--- src/rtl/uart_pkg.sv ---
// Shared UART definitions: transmitter FSM states and default frame/oversample sizes.
// Used by the transmitter, the receiver and the baud generator.
package uart_pkg;

   localparam int UART_OVERSAMPLE = 16;
   localparam int UART_DATA_WIDTH = 8;

   typedef enum logic [2:0] {
      IDLE,
      FETCH,
      LOAD,
      START,
      DATA,
      PARITY,
      STOP
   } uart_tx_state_e;

endpackage

--- src/rtl/uart_bit_timer.sv ---
// Bit-period timer: counts oversample ticks and flags the tick that closes a bit period.
// bit_end is combinational from the current count; the counter wraps on that same tick.
module uart_bit_timer #(
   parameter int OVERSAMPLE = 16
) (
   input  logic clk,
   input  logic rst,
   input  logic clr,
   input  logic en,
   input  logic baud_tick,
   output logic bit_end
);

   localparam int CW = (OVERSAMPLE > 1) ? $clog2(OVERSAMPLE) : 1;
   localparam logic [CW-1:0] LAST_TICK = CW'(OVERSAMPLE - 1);

   logic [CW-1:0] tick_cnt;

   assign bit_end = en && baud_tick && (tick_cnt == LAST_TICK);

   always_ff @(posedge clk) begin
      if (rst || clr) begin
         tick_cnt <= '0;
      end else if (en && baud_tick) begin
         tick_cnt <= bit_end ? '0 : tick_cnt + 1'b1;
      end
   end

endmodule

--- src/rtl/uart_tx_serializer.sv ---
// UART transmitter: pops the TX FIFO and serialises start, LSB-first data, optional parity, stop bit(s).
// Line drops 3 edges after the empty flag is seen in IDLE; waits on an empty FIFO or tx_en low, never aborts a frame.
module uart_tx_serializer
   import uart_pkg::*;
#(
   parameter int DATA_WIDTH = UART_DATA_WIDTH,
   parameter int OVERSAMPLE = UART_OVERSAMPLE
) (
   input  logic                  clk,
   input  logic                  rst,
   input  logic                  baud_tick,
   input  logic                  tx_en,
   input  logic                  parity_en,
   input  logic                  parity_odd,
   input  logic                  stop2,
   input  logic                  fifo_empty,
   input  logic [DATA_WIDTH-1:0] fifo_data,
   output logic                  fifo_rd_en,
   output logic                  tx,
   output logic                  busy,
   output logic                  tx_done
);

   localparam int BW = $clog2(DATA_WIDTH) + 1;
   localparam logic [BW-1:0] LAST_BIT = BW'(DATA_WIDTH - 1);

   uart_tx_state_e        state, state_nxt;
   logic [DATA_WIDTH-1:0] shift, shift_nxt;
   logic [BW-1:0]         bit_cnt, bit_cnt_nxt;
   logic                  par_en_q, par_en_nxt;
   logic                  par_bit_q, par_bit_nxt;
   logic                  stop2_q, stop2_nxt;
   logic                  tx_q, tx_nxt;
   logic                  done_q, done_nxt;
   logic                  tmr_clr, tmr_en, bit_end;

   // Timer runs only while a bit is on the line, so ticks in IDLE/FETCH/LOAD are ignored.
   assign tmr_clr = (state == LOAD);
   assign tmr_en  = (state == START) || (state == DATA) || (state == PARITY) || (state == STOP);

   uart_bit_timer #(
      .OVERSAMPLE (OVERSAMPLE)
   ) u_bit_timer (
      .clk       (clk),
      .rst       (rst),
      .clr       (tmr_clr),
      .en        (tmr_en),
      .baud_tick (baud_tick),
      .bit_end   (bit_end)
   );

   always_ff @(posedge clk) begin
      if (rst) begin
         state     <= IDLE;
         shift     <= '0;
         bit_cnt   <= '0;
         par_en_q  <= 1'b0;
         par_bit_q <= 1'b0;
         stop2_q   <= 1'b0;
         tx_q      <= 1'b1;
         done_q    <= 1'b0;
      end else begin
         state     <= state_nxt;
         shift     <= shift_nxt;
         bit_cnt   <= bit_cnt_nxt;
         par_en_q  <= par_en_nxt;
         par_bit_q <= par_bit_nxt;
         stop2_q   <= stop2_nxt;
         tx_q      <= tx_nxt;
         done_q    <= done_nxt;
      end
   end

   always_comb begin
      state_nxt   = state;
      shift_nxt   = shift;
      bit_cnt_nxt = bit_cnt;
      par_en_nxt  = par_en_q;
      par_bit_nxt = par_bit_q;
      stop2_nxt   = stop2_q;
      done_nxt    = 1'b0;
      tx_nxt      = 1'b1;

      case (state)
         IDLE: begin
            if (tx_en && !fifo_empty) state_nxt = FETCH;
         end
         FETCH: begin
            state_nxt = LOAD;
         end
         LOAD: begin
            shift_nxt   = fifo_data;
            par_en_nxt  = parity_en;
            par_bit_nxt = (^fifo_data) ^ parity_odd;
            stop2_nxt   = stop2;
            bit_cnt_nxt = '0;
            state_nxt   = START;
         end
         START: begin
            if (bit_end) state_nxt = DATA;
         end
         DATA: begin
            if (bit_end) begin
               shift_nxt = shift >> 1;
               if (bit_cnt == LAST_BIT) begin
                  bit_cnt_nxt = '0;
                  state_nxt   = par_en_q ? PARITY : STOP;
               end else begin
                  bit_cnt_nxt = bit_cnt + 1'b1;
               end
            end
         end
         PARITY: begin
            if (bit_end) state_nxt = STOP;
         end
         STOP: begin
            // bit_cnt marks the first of two stop bits when stop2 was latched.
            if (bit_end) begin
               if (stop2_q && (bit_cnt == '0)) begin
                  bit_cnt_nxt = BW'(1);
               end else begin
                  bit_cnt_nxt = '0;
                  done_nxt    = 1'b1;
                  state_nxt   = (tx_en && !fifo_empty) ? FETCH : IDLE;
               end
            end
         end
         default: begin
            state_nxt = IDLE;
         end
      endcase

      // Line level follows the state being entered so tx moves on the same edge as the FSM.
      case (state_nxt)
         START:   tx_nxt = 1'b0;
         DATA:    tx_nxt = shift_nxt[0];
         PARITY:  tx_nxt = par_bit_nxt;
         default: tx_nxt = 1'b1;
      endcase
   end

   assign fifo_rd_en = (state == FETCH);
   assign busy       = (state != IDLE);
   assign tx         = tx_q;
   assign tx_done    = done_q;

endmodule
--- config.mk ---
export PLATFORM = sky130hd
export DESIGN_NAME = uart_tx_serializer
export DESIGN_NICKNAME = d
export VERILOG_FILES = /design/src/rtl/uart_pkg.sv /design/src/rtl/uart_bit_timer.sv /design/src/rtl/uart_tx_serializer.sv
export SDC_FILE = /design/constraint.sdc
export NUM_CORES = 1
export LEC_CHECK = 0
export BUFFER_PORTS_ARGS = -buffer_cell sky130_fd_sc_hd__clkbuf_2
export CORE_MARGIN = 1
export CORE_UTILIZATION = 45
export DETAILED_ROUTE_END_ITERATION = 16
export HOLD_SLACK_MARGIN = 0.12
export PLACE_DENSITY = 0.68
export SLEW_MARGIN = 20
export SYNTH_ARGS = -nofsm -noshare
export SYNTH_HDL_FRONTEND = slang
export SYNTH_HIERARCHICAL = 1
export SYNTH_SLANG_ARGS = --single-unit
export TNS_END_PERCENT = 30
--- constraint.sdc ---
create_clock -name clk -period 2.25 [get_ports clk]
set_clock_uncertainty 0.1 [all_clocks]
set_input_delay 0.675 -clock clk [delete_from_list [all_inputs] [get_ports clk]]
set_output_delay 0.675 -clock clk [all_outputs]
set_load 0.05 [all_outputs]
==> run summary, run 1 <==
YOSYS
--------------------------------------------------------------------------------------------------
Number of storage elements in the synthesis netlist                                             24
Net count after synthesis                                                                      179
Syn Std Cell Area                                                                       1380 sq um
Synthesized area per cell                                                               8.63 sq um
Synth warnings                                                                                   6
Synth async-reset ratio                                                                         0%
Leading post-synthesis cells by cell area                                             sky130_fd_sc_hd__dfxtp_1, sky130_fd_sc_hd__a21oi_1, sky130_fd_sc_hd__nand2_1
Library cell with the highest instance count after synthesis                          sky130_fd_sc_hd__dfxtp_1
Register area share after synthesis                                                          34.8%
Number of enable-type register cells in the synthesized netlist                                  0
Top cell types by occurrence after synthesis                                          sky130_fd_sc_hd__dfxtp_1, sky130_fd_sc_hd__nand2_1, sky130_fd_sc_hd__a21oi_1, sky130_fd_sc_hd__nor2_1, sky130_fd_sc_hd__a22oi_1
Number of instances in the synthesized netlist                                                 160
Most instantiated flip-flop cell in the synthesis netlist                             sky130_fd_sc_hd__dfxtp_1
Cell accounting for the most synthesized area                                         sky130_fd_sc_hd__dfxtp_1
Top cell type's share of synthesized area                                                    34.8%
Synth unique cells                                                                              46

ROUTE
--------------------------------------------------------------------------------------------------
Via/cell ratio                                                                                5.78
DRC violation total after the first TritonRoute iteration                                       58
Total iterations of the first detailed-routing run                                              10
Total number of vias                                                                          1254
# DRC                                                                                            1
Aggregate routed wire length                                                               3220 um
DR WL/cell                                                                                 14.8 um
ANT nets after route                                                                             0

CELLS AND AREA
--------------------------------------------------------------------------------------------------
Sequential cell area                                                                     480 sq um
Antenna cells                                                                                    0
Total area of multi-input combinational cells                                            856 sq um
Filler instances                                                                               248
Syn-to-layout area delta                                                                     18.3%
Ratio of cells with drive above 1 in the final layout                                        24.7%
Final core area utilization                                                                  57.8%
Final layout net count                                                                         206

CLOCK NETWORK
--------------------------------------------------------------------------------------------------
Sinks on Clock Net                                                                              24
Clock transition time at the flip-flop clock pins of the worst setup and hold paths        0.14 ns
Number of H-tree levels                                                                          1
CTS Hold Buffers Added                                                                           0
Post-CTS setup buffers                                                                           0
Root Buffer Master                                                                    sky130_fd_sc_hd__clkbuf_4
Insertion delay to the later sink of the worst-skew pair                                   0.32 ns
CTS tree                                                                                     built
Number of buffers created by CTS                                                                 3
Number of buffers on the longest clock path                                                      2

SETUP PATH
--------------------------------------------------------------------------------------------------
Worst flop-to-flop path startpoint                                                    u_bit_timer/tick_cnt[0]
Cell with the largest stage delay on the worst path                                   sky130_fd_sc_hd__dfxtp_1
CP max FO                                                                                       19
Number of gates on the worst path with buffers counted                                           4
Worst Reg-to-Reg Cells                                                                           9
Buf+Inv Stages, Crit Path                                                                        2
Data arrival time at the worst-slack endpoint                                              1.40 ns
CP Launch Type                                                                            register
CP delay by family, top                                                               buffers and inverters
Type of the worst setup path                                                               reg2out
Endpoint kind of the worst setup timing path                                            output pin
Maximum single-stage delay on the critical path                                            0.34 ns
Required time at the endpoint of the critical path                                         1.47 ns
Cells along the critical path                                                         buf_4, nor2_1, nand2_1, clkbuf_2
Worst setup path start                                                                    state[0]

TIMING
--------------------------------------------------------------------------------------------------
Measured slew at the worst slew-check pin                                                 0.481 ns
Final count of negative-setup-slack endpoints                                                    0
Unrepaired setup endpoints after global routing                                               true
Final critical path time including I/O delays and setup                                    2.17 ns
Worst rel slew slack                                                                         67.7%
Final hold violations                                                                            0
Post-route setup slack                                                                   0.0777 ns
FMAX                                                                                     0.460 GHz
Fin crit share                                                                               96.5%
Number of max-slew violations in the final report                                                0

PLACEMENT
--------------------------------------------------------------------------------------------------
Post-placement setup slack                                                              -0.0681 ns
Dpl hpwl                                                                                   2390 um
PortBufs                                                                                        19
Routability congestion estimate                                                              0.837

FLOORPLANNING
--------------------------------------------------------------------------------------------------
Number of placement rows                                                                        19
Starting density of the core                                                                 48.8%
Core area                                                                               2830 sq um
Die extent in y                                                                            57.4 um
Full die area                                                                           3300 sq um
Number of placed I/O pins                                                                       20
Horizontal die dimension                                                                   57.4 um

HOLD PATH
--------------------------------------------------------------------------------------------------
Worst min path class                                                                       reg2reg
Hold Crit Depth                                                                                  2
Origin of the worst min-delay path                                                        shift[5]

GLOBAL ROUTE
--------------------------------------------------------------------------------------------------
Largest net degree at the start of global routing                                               20
Gr usage total                                                                               21.4%
Initial antenna violation count                                                                  0
First-pass GRT wire length                                                                 5540 um
Number of global-route vias before repair                                                     1234
Grt total ovfl                                                                                   0

OUTCOME
--------------------------------------------------------------------------------------------------
Outcome                                                                               finished with violations
Violated checks                                                                       design-rule violations

PWR
--------------------------------------------------------------------------------------------------
Worst vdd rail ir drop                                                                  0.000346 V
Overall power                                                                              1.13 mW
LEAKAGE                                                                                   0.658 nW
Power density normalized to cell area                                                  691 nW/um^2

JOB
--------------------------------------------------------------------------------------------------
Number of maximum-capacitance violations                                                         0

==> cells by family after synthesis <==
| kind of cell | synth area share [%] |
|---|---|
| flops | 34.8 |
| mux | 3.89 |
| compound gates | 20.1 |
| xor+xnor | 6.43 |
| fa+ha+maj | 2.72 |
| buf+inv | 4.53 |
| simple gates | 27.5 |
==> power breakdown <==
| part | switching, mW | internal, mW | leakage, nW |
|---|---|---|---|
| combinational | 0.209 | 0.133 | 0.436 |
| clock | 0.135 | 0.180 | 0.0279 |
| sequential | 0.0152 | 0.457 | 0.195 |
| total | 0.359 | 0.770 | 0.658 |
==> sequential cells by signal, summed over array words and instances (netlist names) <==
signal / cells
par_bit_q: 1
par_en_q: 1
tx: 1
shift: 8
tx_done: 1
state: 3
u_bit_timer/tick_cnt: 4
stop2_q: 1
bit_cnt: 4
==> worst reg2reg max path: cells and delay by family, from the launching register on <==
kind / cells / cell delay (ns)
and+or+nand+nor: 6 / 1.02
DFF: 1 / 0.37
adders and majority gates: 1 / 0.25
buffers and inverters: 1 / 0.15
muxes: 1 / 0.14
==> cell usage in the layout (no fill, tap or decap), drive strengths merged, types with 2 or more instances in the layout <==
master | synthesis | final
clkbuf | 3 | 22
o21ai | 6 | 6
xor2 | 2 | 2
and4b | 2 | 2
mux2i | 5 | 5
nor2 | 11 | 11
a211oi | 2 | 2
a31oi | 2 | 2
a22oi | 8 | 8
buf | 6 | 12
nand3b | 2 | 2
and2 | 2 | 2
and4bb | 3 | 3
a21oi | 16 | 16
nor3 | 7 | 7
or3 | 3 | 3
xnor3 | 2 | 2
xnor2 | 3 | 3
nor4b | 2 | 2
ha | 3 | 3
nor2b | 4 | 4
nand2b | 2 | 2
nand3 | 5 | 5
inv | 5 | 5
dfxtp | 24 | 24
nand2 | 18 | 18
==> final timing paths <==
| kind | endpoint | slack (ns) |
|---|---|---|
| max | busy | 0.08 |
| max reg2reg | tx | 0.16 |
| min reg2reg | shift[5] | 0.37 |
| min | shift[5] | 0.37 |
==> per-stage QoR <==
step	TNS, ns	hold WS, ns	instance area [sq um]	cells
after floorplan	0	0.336	1400	160
after global placement	0	0.344	1570	213
after detailed placement	-0.0681	0.347	1570	213
after CTS	0	0.365	1630	217
after global routing	-0.0258	0.398	1630	217
final	0	0.365	1630	217
==> routing by layer <==
metal	vias up	share of wire [%]	GRT usage (%)
li1	633	-	-
met1	585	46	28.9
met2	31	48	36.4
met3	5	3.9	2.72
met4	0	1.2	5.23
met5	-	0	0
==> timing repair <==
action / 4_1_cts / 5_1_grt
gates resized for setup: 1 / 2
pin swaps: 0 / 1
endpoints found under the setup margin: 1 / 5
==> final cells by class <==
type,instances,share of cell area (%)
clock buffers,3,1.38
well taps,31,2.37
repair buffers,31,11.5
multi-input cells,122,52.4
inverters,5,1.15
flip-flops and latches,24,29.4
clock inverters,1,1.84
No activity file was read; power rests on OpenSTA's default activity.
==> run 2, diff against run 1 <==
--- a/config.mk
+++ b/config.mk
@@ -5,12 +5,14 @@
 export SDC_FILE = /design/constraint.sdc
 export NUM_CORES = 1
 export LEC_CHECK = 0
+export ABC_AREA = 1
 export BUFFER_PORTS_ARGS = -buffer_cell sky130_fd_sc_hd__clkbuf_2
+export CAP_MARGIN = 40
 export CORE_MARGIN = 1
 export CORE_UTILIZATION = 45
 export DETAILED_ROUTE_END_ITERATION = 16
 export HOLD_SLACK_MARGIN = 0.12
-export PLACE_DENSITY = 0.68
+export PLACE_DENSITY = 0.67
 export SLEW_MARGIN = 20
 export SYNTH_ARGS = -nofsm -noshare
 export SYNTH_HDL_FRONTEND = slang
==> run summary, run 2 <==
CELLS AND AREA
--------------------------------------------------------------------------------------------------
Ratio of cells with drive above 1 in the final layout                                        25.9%   +1.2 points
Most common library cell in the layout ignoring fill and taps                         sky130_fd_sc_hd__nand2_1
Final design instance area without fill                                                 1720 sq um   +5.5%
Total area of multi-input combinational cells                                            852 sq um   -0.44%
Most frequent cells in the layout                                                     sky130_fd_sc_hd__nand2_1, sky130_fd_sc_hd__inv_1, sky130_fd_sc_hd__nor2_1, sky130_fd_sc_hd__nand3_1, sky130_fd_sc_hd__dfxtp_1
Flip-flop count of the largest register after layout                                             8   unchanged
Final core area utilization                                                                  56.5%   -1.3 points
Number of standard cells in the final layout excluding fillers                                 291   +34%
Largest regs                                                                          shift x8, bit_cnt x4, u_bit_timer/tick_cnt x4
Antenna cells                                                                                    0   unchanged
Sequential cell area                                                                     487 sq um   +1.3%
Filler instances                                                                               313   +26%
Final layout net count                                                                         267   +30%
Syn-to-layout area delta                                                                     19.7%
Register with the most flip-flops                                                            shift

ROUTE
--------------------------------------------------------------------------------------------------
DR WL/cell                                                                                 11.4 um   -23%
# DRC                                                                                            0   -1
DRC violation total after the first TritonRoute iteration                                       70   +21%
ANT nets after route                                                                             0   unchanged
Aggregate routed wire length                                                               3300 um   +2.6%
Via/cell ratio                                                                                4.97   -14%
Total iterations of the first detailed-routing run                                               4   -6
Total number of vias                                                                          1447   +15%

YOSYS
--------------------------------------------------------------------------------------------------
Syn Std Cell Area                                                                       1440 sq um   +4.3%
Most instantiated flip-flop cell in the synthesis netlist                             sky130_fd_sc_hd__dfxtp_1
Synth async-reset ratio                                                                         0%   unchanged
Top cell type's share of synthesized area                                                    33.4%   -1.4 points
Cell accounting for the most synthesized area                                         sky130_fd_sc_hd__dfxtp_1
Net count after synthesis                                                                      239   +34%
Number of enable-type register cells in the synthesized netlist                                  0   unchanged
Top cell types by occurrence after synthesis                                          sky130_fd_sc_hd__nand2_1, sky130_fd_sc_hd__nor2_1, sky130_fd_sc_hd__inv_1, sky130_fd_sc_hd__dfxtp_1, sky130_fd_sc_hd__nand3_1
Synthesized area per cell                                                               6.55 sq um   -24%
Number of storage elements in the synthesis netlist                                             24   unchanged
Synth warnings                                                                                   6   unchanged
Library cell with the highest instance count after synthesis                          sky130_fd_sc_hd__nand2_1
Synth unique cells                                                                              30   -35%
Number of instances in the synthesized netlist                                                 220   +38%
Leading post-synthesis cells by cell area                                             sky130_fd_sc_hd__dfxtp_1, sky130_fd_sc_hd__nand2_1, sky130_fd_sc_hd__nand3_1
Register area share after synthesis                                                          33.4%   -1.4 points

CLOCK NETWORK
--------------------------------------------------------------------------------------------------
Clock transition time at the flip-flop clock pins of the worst setup and hold paths        0.12 ns   -0.02 ns
Sinks on Clock Net                                                                              24   unchanged
Root Buffer Master                                                                    sky130_fd_sc_hd__clkbuf_4
CTS tree                                                                                     built
Number of H-tree levels                                                                          1   unchanged
Number of buffers on the longest clock path                                                      2   unchanged
Insertion delay to the later sink of the worst-skew pair                                   0.33 ns   about the same
Number of buffers created by CTS                                                                 3   unchanged
CTS Hold Buffers Added                                                                           0   unchanged

TIMING
--------------------------------------------------------------------------------------------------
Number of max-slew violations in the final report                                                0   unchanged
FMAX                                                                                     0.468 GHz   +1.6%
Minimum hold slack                                                                        0.400 ns   +0.0343 ns
Final hold violations                                                                            0   unchanged
Setup total negative slack                                                                    0 ns   unchanged
Unrepaired setup endpoints after global routing                                               true
Fin crit share                                                                               95.0%   -1.5 points
Measured slew at the worst slew-check pin                                                 0.355 ns   -0.126 ns
Worst rel slew slack                                                                         76.4%   +8.7 points
Final count of negative-setup-slack endpoints                                                    0   unchanged
Final critical path time including I/O delays and setup                                    2.14 ns   -0.0340 ns
Post-route setup slack                                                                    0.112 ns   +0.0340 ns

GLOBAL ROUTE
--------------------------------------------------------------------------------------------------
Most congested layer reported by global routing                                               met2
First-pass GRT wire length                                                                 5450 um   -1.6%
Largest net degree at the start of global routing                                               16   -20%
Initial antenna violation count                                                                  0   unchanged
M1 GR Usage                                                                                  26.4%   -2.5 points
Met2 global-route usage                                                                      35.8%   -0.58 points
Number of global-route vias before repair                                                     1314   +6.5%
Met3 usage                                                                                   4.18%   +1.5 points
Grt total ovfl                                                                                   0   unchanged
Gr usage total                                                                               20.4%   -1.0 points

SETUP PATH
--------------------------------------------------------------------------------------------------
Worst flop-to-flop path startpoint                                                        state[0]
Type of the worst setup path                                                               reg2out
Worst Reg-to-Reg Cells                                                                          15   +6
CP max FO                                                                                        5   -14
Worst reg2reg setup slack                                                                  0.14 ns   -0.02 ns
Required time at the endpoint of the critical path                                         1.47 ns   about the same
Capture instance of the worst register-to-register path                                         tx
Data arrival time at the worst-slack endpoint                                              1.36 ns   -0.04 ns
Endpoint kind of the worst setup timing path                                            output pin
CP Launch Type                                                                            register

HOLD PATH
--------------------------------------------------------------------------------------------------
Destination of the worst hold path                                                        shift[7]
Worst min path class                                                                       reg2reg
Hold Crit Depth                                                                                  2   unchanged
Origin of the worst min-delay path                                                        shift[7]

PLACEMENT
--------------------------------------------------------------------------------------------------
Dpl hpwl                                                                                   2410 um   +0.68%
Placement Cell Area                                                                     1620 sq um   +2.8%
Count of placed standard cells including taps                                                  284   +33%
PortBufs                                                                                        19   unchanged
Post-placement setup slack                                                               0.0316 ns   +0.0997 ns
Routability congestion estimate                                                              0.898   +7.4%

FLOORPLANNING
--------------------------------------------------------------------------------------------------
Number of placement rows                                                                        20   +1
Number of placed I/O pins                                                                       20   unchanged
Horizontal die dimension                                                                   58.6 um   +2.0%
Full die area                                                                           3430 sq um   +4.1%
Die extent in y                                                                            58.6 um   +2.0%
Starting density of the core                                                                 47.2%   -1.7 points
Core area                                                                               3050 sq um   +7.9%

PWR
--------------------------------------------------------------------------------------------------
Overall power                                                                             0.948 mW   -16%
LEAKAGE                                                                                   0.786 nW   +19%
Power density normalized to cell area                                                  550 nW/um^2   -20%
Worst vdd rail ir drop                                                                  0.000466 V   +35%

OUTCOME
--------------------------------------------------------------------------------------------------
Outcome                                                                                  completed

JOB
--------------------------------------------------------------------------------------------------
Number of maximum-capacitance violations                                                         0   unchanged

[run 2: how the worst max path moves through the flow]
stage,cells after the start,startpoint,end
finish,5,state[1],fifo_rd_en
global route,15,state[0],tx
CTS,14,state[2],tx
detailed placement,15,state[0],tx
global placement,14,state[0],tx
floorplan,13,state[0],tx
[run 2: worst max-delay path, stage by stage (launching register included)]
cell                       delay, ns
sky130_fd_sc_hd__dfxtp_2        0.39
sky130_fd_sc_hd__inv_2          0.07
sky130_fd_sc_hd__buf_4          0.14
sky130_fd_sc_hd__nand2_1        0.09
sky130_fd_sc_hd__nor2_1         0.09
sky130_fd_sc_hd__clkbuf_2       0.28
[run 2: layout make-up]
cell class	count	share of cell area, %
multi-input cells	159	49.4
flip-flops and latches	24	28.2
repair buffers	30	10.5
inverters	30	6.53
well taps	44	3.19
clock buffers	4	2.10
[run 2: logic make-up (layout without fill, tap and decap cells)]
logic type / Yosys count / count (layout) / synth area share [%]
AOI/OAI and AO/OA: 29 / 29 / 12.4
buffers and inverters: 37 / 64 / 10.3
and+or+nand+nor: 125 / 125 / 40.1
xor gates and xnor gates: 2 / 2 / 1.22
DFF: 24 / 24 / 33.4
adders and majority gates: 3 / 3 / 2.61
[run 2: report_power, final]
part / switching [mW] / internal [mW]
sequential: 0.0228 / 0.451
combinational: 0.155 / 0.0867
clock: 0.133 / 0.0990
total: 0.311 / 0.637
[run 2: what timing repair did]
item	4_1_cts	5_1_grt
pin swaps	0	7
setup endpoints to repair	1	5
resized for setup	1	15
buffers inserted	0	3
[run 2: metal layers]
metal | vias up | part of all wire [%] | wire length, um
met5 | - | 0 | 0
met4 | 0 | 0.58 | 19
met3 | 2 | 4.0 | 132
met2 | 26 | 46 | 1520
met1 | 649 | 50 | 1640
li1 | 770 | - | -
==> run 3, diff against run 2 <==
--- a/config.mk
+++ b/config.mk
@@ -9,10 +9,10 @@
 export BUFFER_PORTS_ARGS = -buffer_cell sky130_fd_sc_hd__clkbuf_2
 export CAP_MARGIN = 40
 export CORE_MARGIN = 1
-export CORE_UTILIZATION = 45
+export CORE_UTILIZATION = 51
 export DETAILED_ROUTE_END_ITERATION = 16
 export HOLD_SLACK_MARGIN = 0.12
-export PLACE_DENSITY = 0.67
+export PLACE_DENSITY = 0.75
 export SLEW_MARGIN = 20
 export SYNTH_ARGS = -nofsm -noshare
 export SYNTH_HDL_FRONTEND = slang
==> run summary, run 3 (synthesis results as in run 2) <==
OUTCOME
--------------------------------------------------------------------------------------------------
Outcome                                                                                  completed

CELLS AND AREA
--------------------------------------------------------------------------------------------------
Most frequent cells in the layout                                                     sky130_fd_sc_hd__nand2_1, sky130_fd_sc_hd__inv_1, sky130_fd_sc_hd__nor2_1, sky130_fd_sc_hd__nand3_1, sky130_fd_sc_hd__dfxtp_1
Number of standard cells in the final layout excluding fillers                                 276   -5.2%
Total area of multi-input combinational cells                                            828 sq um   -2.8%
Sequential cell area                                                                     489 sq um   +0.51%
Flip-flop count of the largest register after layout                                             8   unchanged
Final design instance area without fill                                                 1680 sq um   -2.7%
Final layout net count                                                                         266   -0.37%
Ratio of cells with drive above 1 in the final layout                                        23.2%   -2.7 points
Largest regs                                                                          shift x8, bit_cnt x4, u_bit_timer/tick_cnt x4
Antenna cells                                                                                    0   unchanged
Register with the most flip-flops                                                            shift
Filler instances                                                                               252   -19%
Most common library cell in the layout ignoring fill and taps                         sky130_fd_sc_hd__nand2_1
Syn-to-layout area delta                                                                     16.5%
Final core area utilization                                                                  65.4%   +8.9 points

SETUP PATH
--------------------------------------------------------------------------------------------------
Required time at the endpoint of the critical path                                         1.47 ns   about the same
Worst Reg-to-Reg Cells                                                                          15   unchanged
End of the critical path                                                                fifo_rd_en
Worst flop-to-flop path startpoint                                                        state[0]
Type of the worst setup path                                                               reg2out
CP Launch Type                                                                            register
Endpoint kind of the worst setup timing path                                            output pin
Data arrival time at the worst-slack endpoint                                              1.36 ns   about the same
Worst setup path start                                                                    state[1]
Worst reg2reg setup slack                                                                  0.18 ns   +0.04 ns
Capture instance of the worst register-to-register path                                         tx
CP max FO                                                                                        5   unchanged

PLACEMENT
--------------------------------------------------------------------------------------------------
Placement Cell Area                                                                     1600 sq um   -1.1%
Count of placed standard cells including taps                                                  270   -4.9%
Post-placement setup slack                                                               0.0473 ns   +0.0157 ns
Dpl hpwl                                                                                   2430 um   +0.83%
Routability congestion estimate                                                              0.823   -8.4%
PortBufs                                                                                        19   unchanged

FLOORPLANNING
--------------------------------------------------------------------------------------------------
Number of placement rows                                                                        18   -10%
Number of placed I/O pins                                                                       20   unchanged
Starting density of the core                                                                 56.1%   +8.9 points
Die extent in y                                                                            55.1 um   -5.9%
Core area                                                                               2570 sq um   -16%
Horizontal die dimension                                                                   55.1 um   -5.9%
Full die area                                                                           3040 sq um   -11%

CLOCK NETWORK
--------------------------------------------------------------------------------------------------
Sinks on Clock Net                                                                              24   unchanged
Number of buffers on the longest clock path                                                      2   unchanged
Number of H-tree levels                                                                          1   unchanged
Number of buffers created by CTS                                                                 3   unchanged
Root Buffer Master                                                                    sky130_fd_sc_hd__clkbuf_4
CTS tree                                                                                     built
Insertion delay to the later sink of the worst-skew pair                                   0.32 ns   about the same
Clock transition time at the flip-flop clock pins of the worst setup and hold paths        0.13 ns   about the same

GLOBAL ROUTE
--------------------------------------------------------------------------------------------------
Largest net degree at the start of global routing                                               14   -2
First-pass GRT wire length                                                                 5310 um   -2.7%
Number of global-route vias before repair                                                     1257   -4.3%
Grt total ovfl                                                                                   0   unchanged
Gr usage total                                                                               24.5%   +4.1 points
Initial antenna violation count                                                                  0   unchanged

TIMING
--------------------------------------------------------------------------------------------------
Final critical path time including I/O delays and setup                                    2.13 ns   -0.00471 ns
Fin crit share                                                                               94.8%   -0.21 points
Final count of negative-setup-slack endpoints                                                    0   unchanged
Measured slew at the worst slew-check pin                                                 0.332 ns   -0.0230 ns
Number of max-slew violations in the final report                                                0   unchanged
Minimum hold slack                                                                        0.401 ns   +0.00149 ns
Worst rel slew slack                                                                         77.9%   +1.5 points
Setup total negative slack                                                                    0 ns   unchanged
Final hold violations                                                                            0   unchanged
FMAX                                                                                     0.469 GHz   +0.22%
Post-route setup slack                                                                    0.116 ns   +0.00471 ns

ROUTE
--------------------------------------------------------------------------------------------------
DR WL/cell                                                                                 11.8 um   +3.8%
# DRC                                                                                            0   unchanged
DRC violation total after the first TritonRoute iteration                                       27   -61%
Via/cell ratio                                                                                5.27   +5.9%
ANT nets after route                                                                             0   unchanged
Aggregate routed wire length                                                               3250 um   -1.6%
Total number of vias                                                                          1454   +0.48%
Total iterations of the first detailed-routing run                                               4   unchanged

PWR
--------------------------------------------------------------------------------------------------
Worst vdd rail ir drop                                                                  0.000530 V   +14%
Power density normalized to cell area                                                  562 nW/um^2   +2.2%
Overall power                                                                             0.943 mW   -0.50%
LEAKAGE                                                                                   0.773 nW   -1.7%

HOLD PATH
--------------------------------------------------------------------------------------------------
Worst min path class                                                                       reg2reg

JOB
--------------------------------------------------------------------------------------------------
Number of maximum-capacitance violations                                                         0   unchanged

[run 3: per-layer routing]
metal,part of all wire [%],GRT usage [%]
met5,0,0
met4,0.43,3.75
met3,4.6,5.74
met2,44,39.2
met1,51,33.9
[run 3: how the worst min path moves through the flow]
stage / start / slack, ns / to / cells after the start
after floorplan: par_en_q / 0.34 / par_en_q / 2
after CTS: par_en_q / 0.40 / par_en_q / 2
after detailed placement: stop2_q / 0.38 / stop2_q / 2
after global placement: stop2_q / 0.37 / stop2_q / 2
after global routing: shift[3] / 0.42 / shift[3] / 2
final: shift[4] / 0.40 / shift[4] / 2
[run 3: layout make-up]
class                   instances  area share, %
clock buffers                   4           2.16
inverters                      30           6.71
multi-input cells             159           49.4
flip-flops and latches         24           29.2
well taps                      30           2.24
repair buffers                 29           10.4
[run 3: repair_timing]
item | in CTS | in global routing
setup endpoints to repair | 0 | 6
gates resized for setup | 0 | 10
setup buffers | 0 | 2
hold buffers | 0 | 0
hold endpoints to repair | 0 | 0
[run 3: critical path, stage by stage (launching register included)]
cell and delay (ns):
sky130_fd_sc_hd__dfxtp_2 0.39, sky130_fd_sc_hd__inv_2 0.06, sky130_fd_sc_hd__buf_4 0.14, sky130_fd_sc_hd__nand2_1 0.08, sky130_fd_sc_hd__nor2_1 0.09, sky130_fd_sc_hd__clkbuf_2 0.28
[run 3: where the power goes]
group	total [mW]	switching, mW	internal (mW)
Combinational	0.237	0.154	0.0830
Sequential	0.472	0.0223	0.450
Clock	0.234	0.135	0.0990
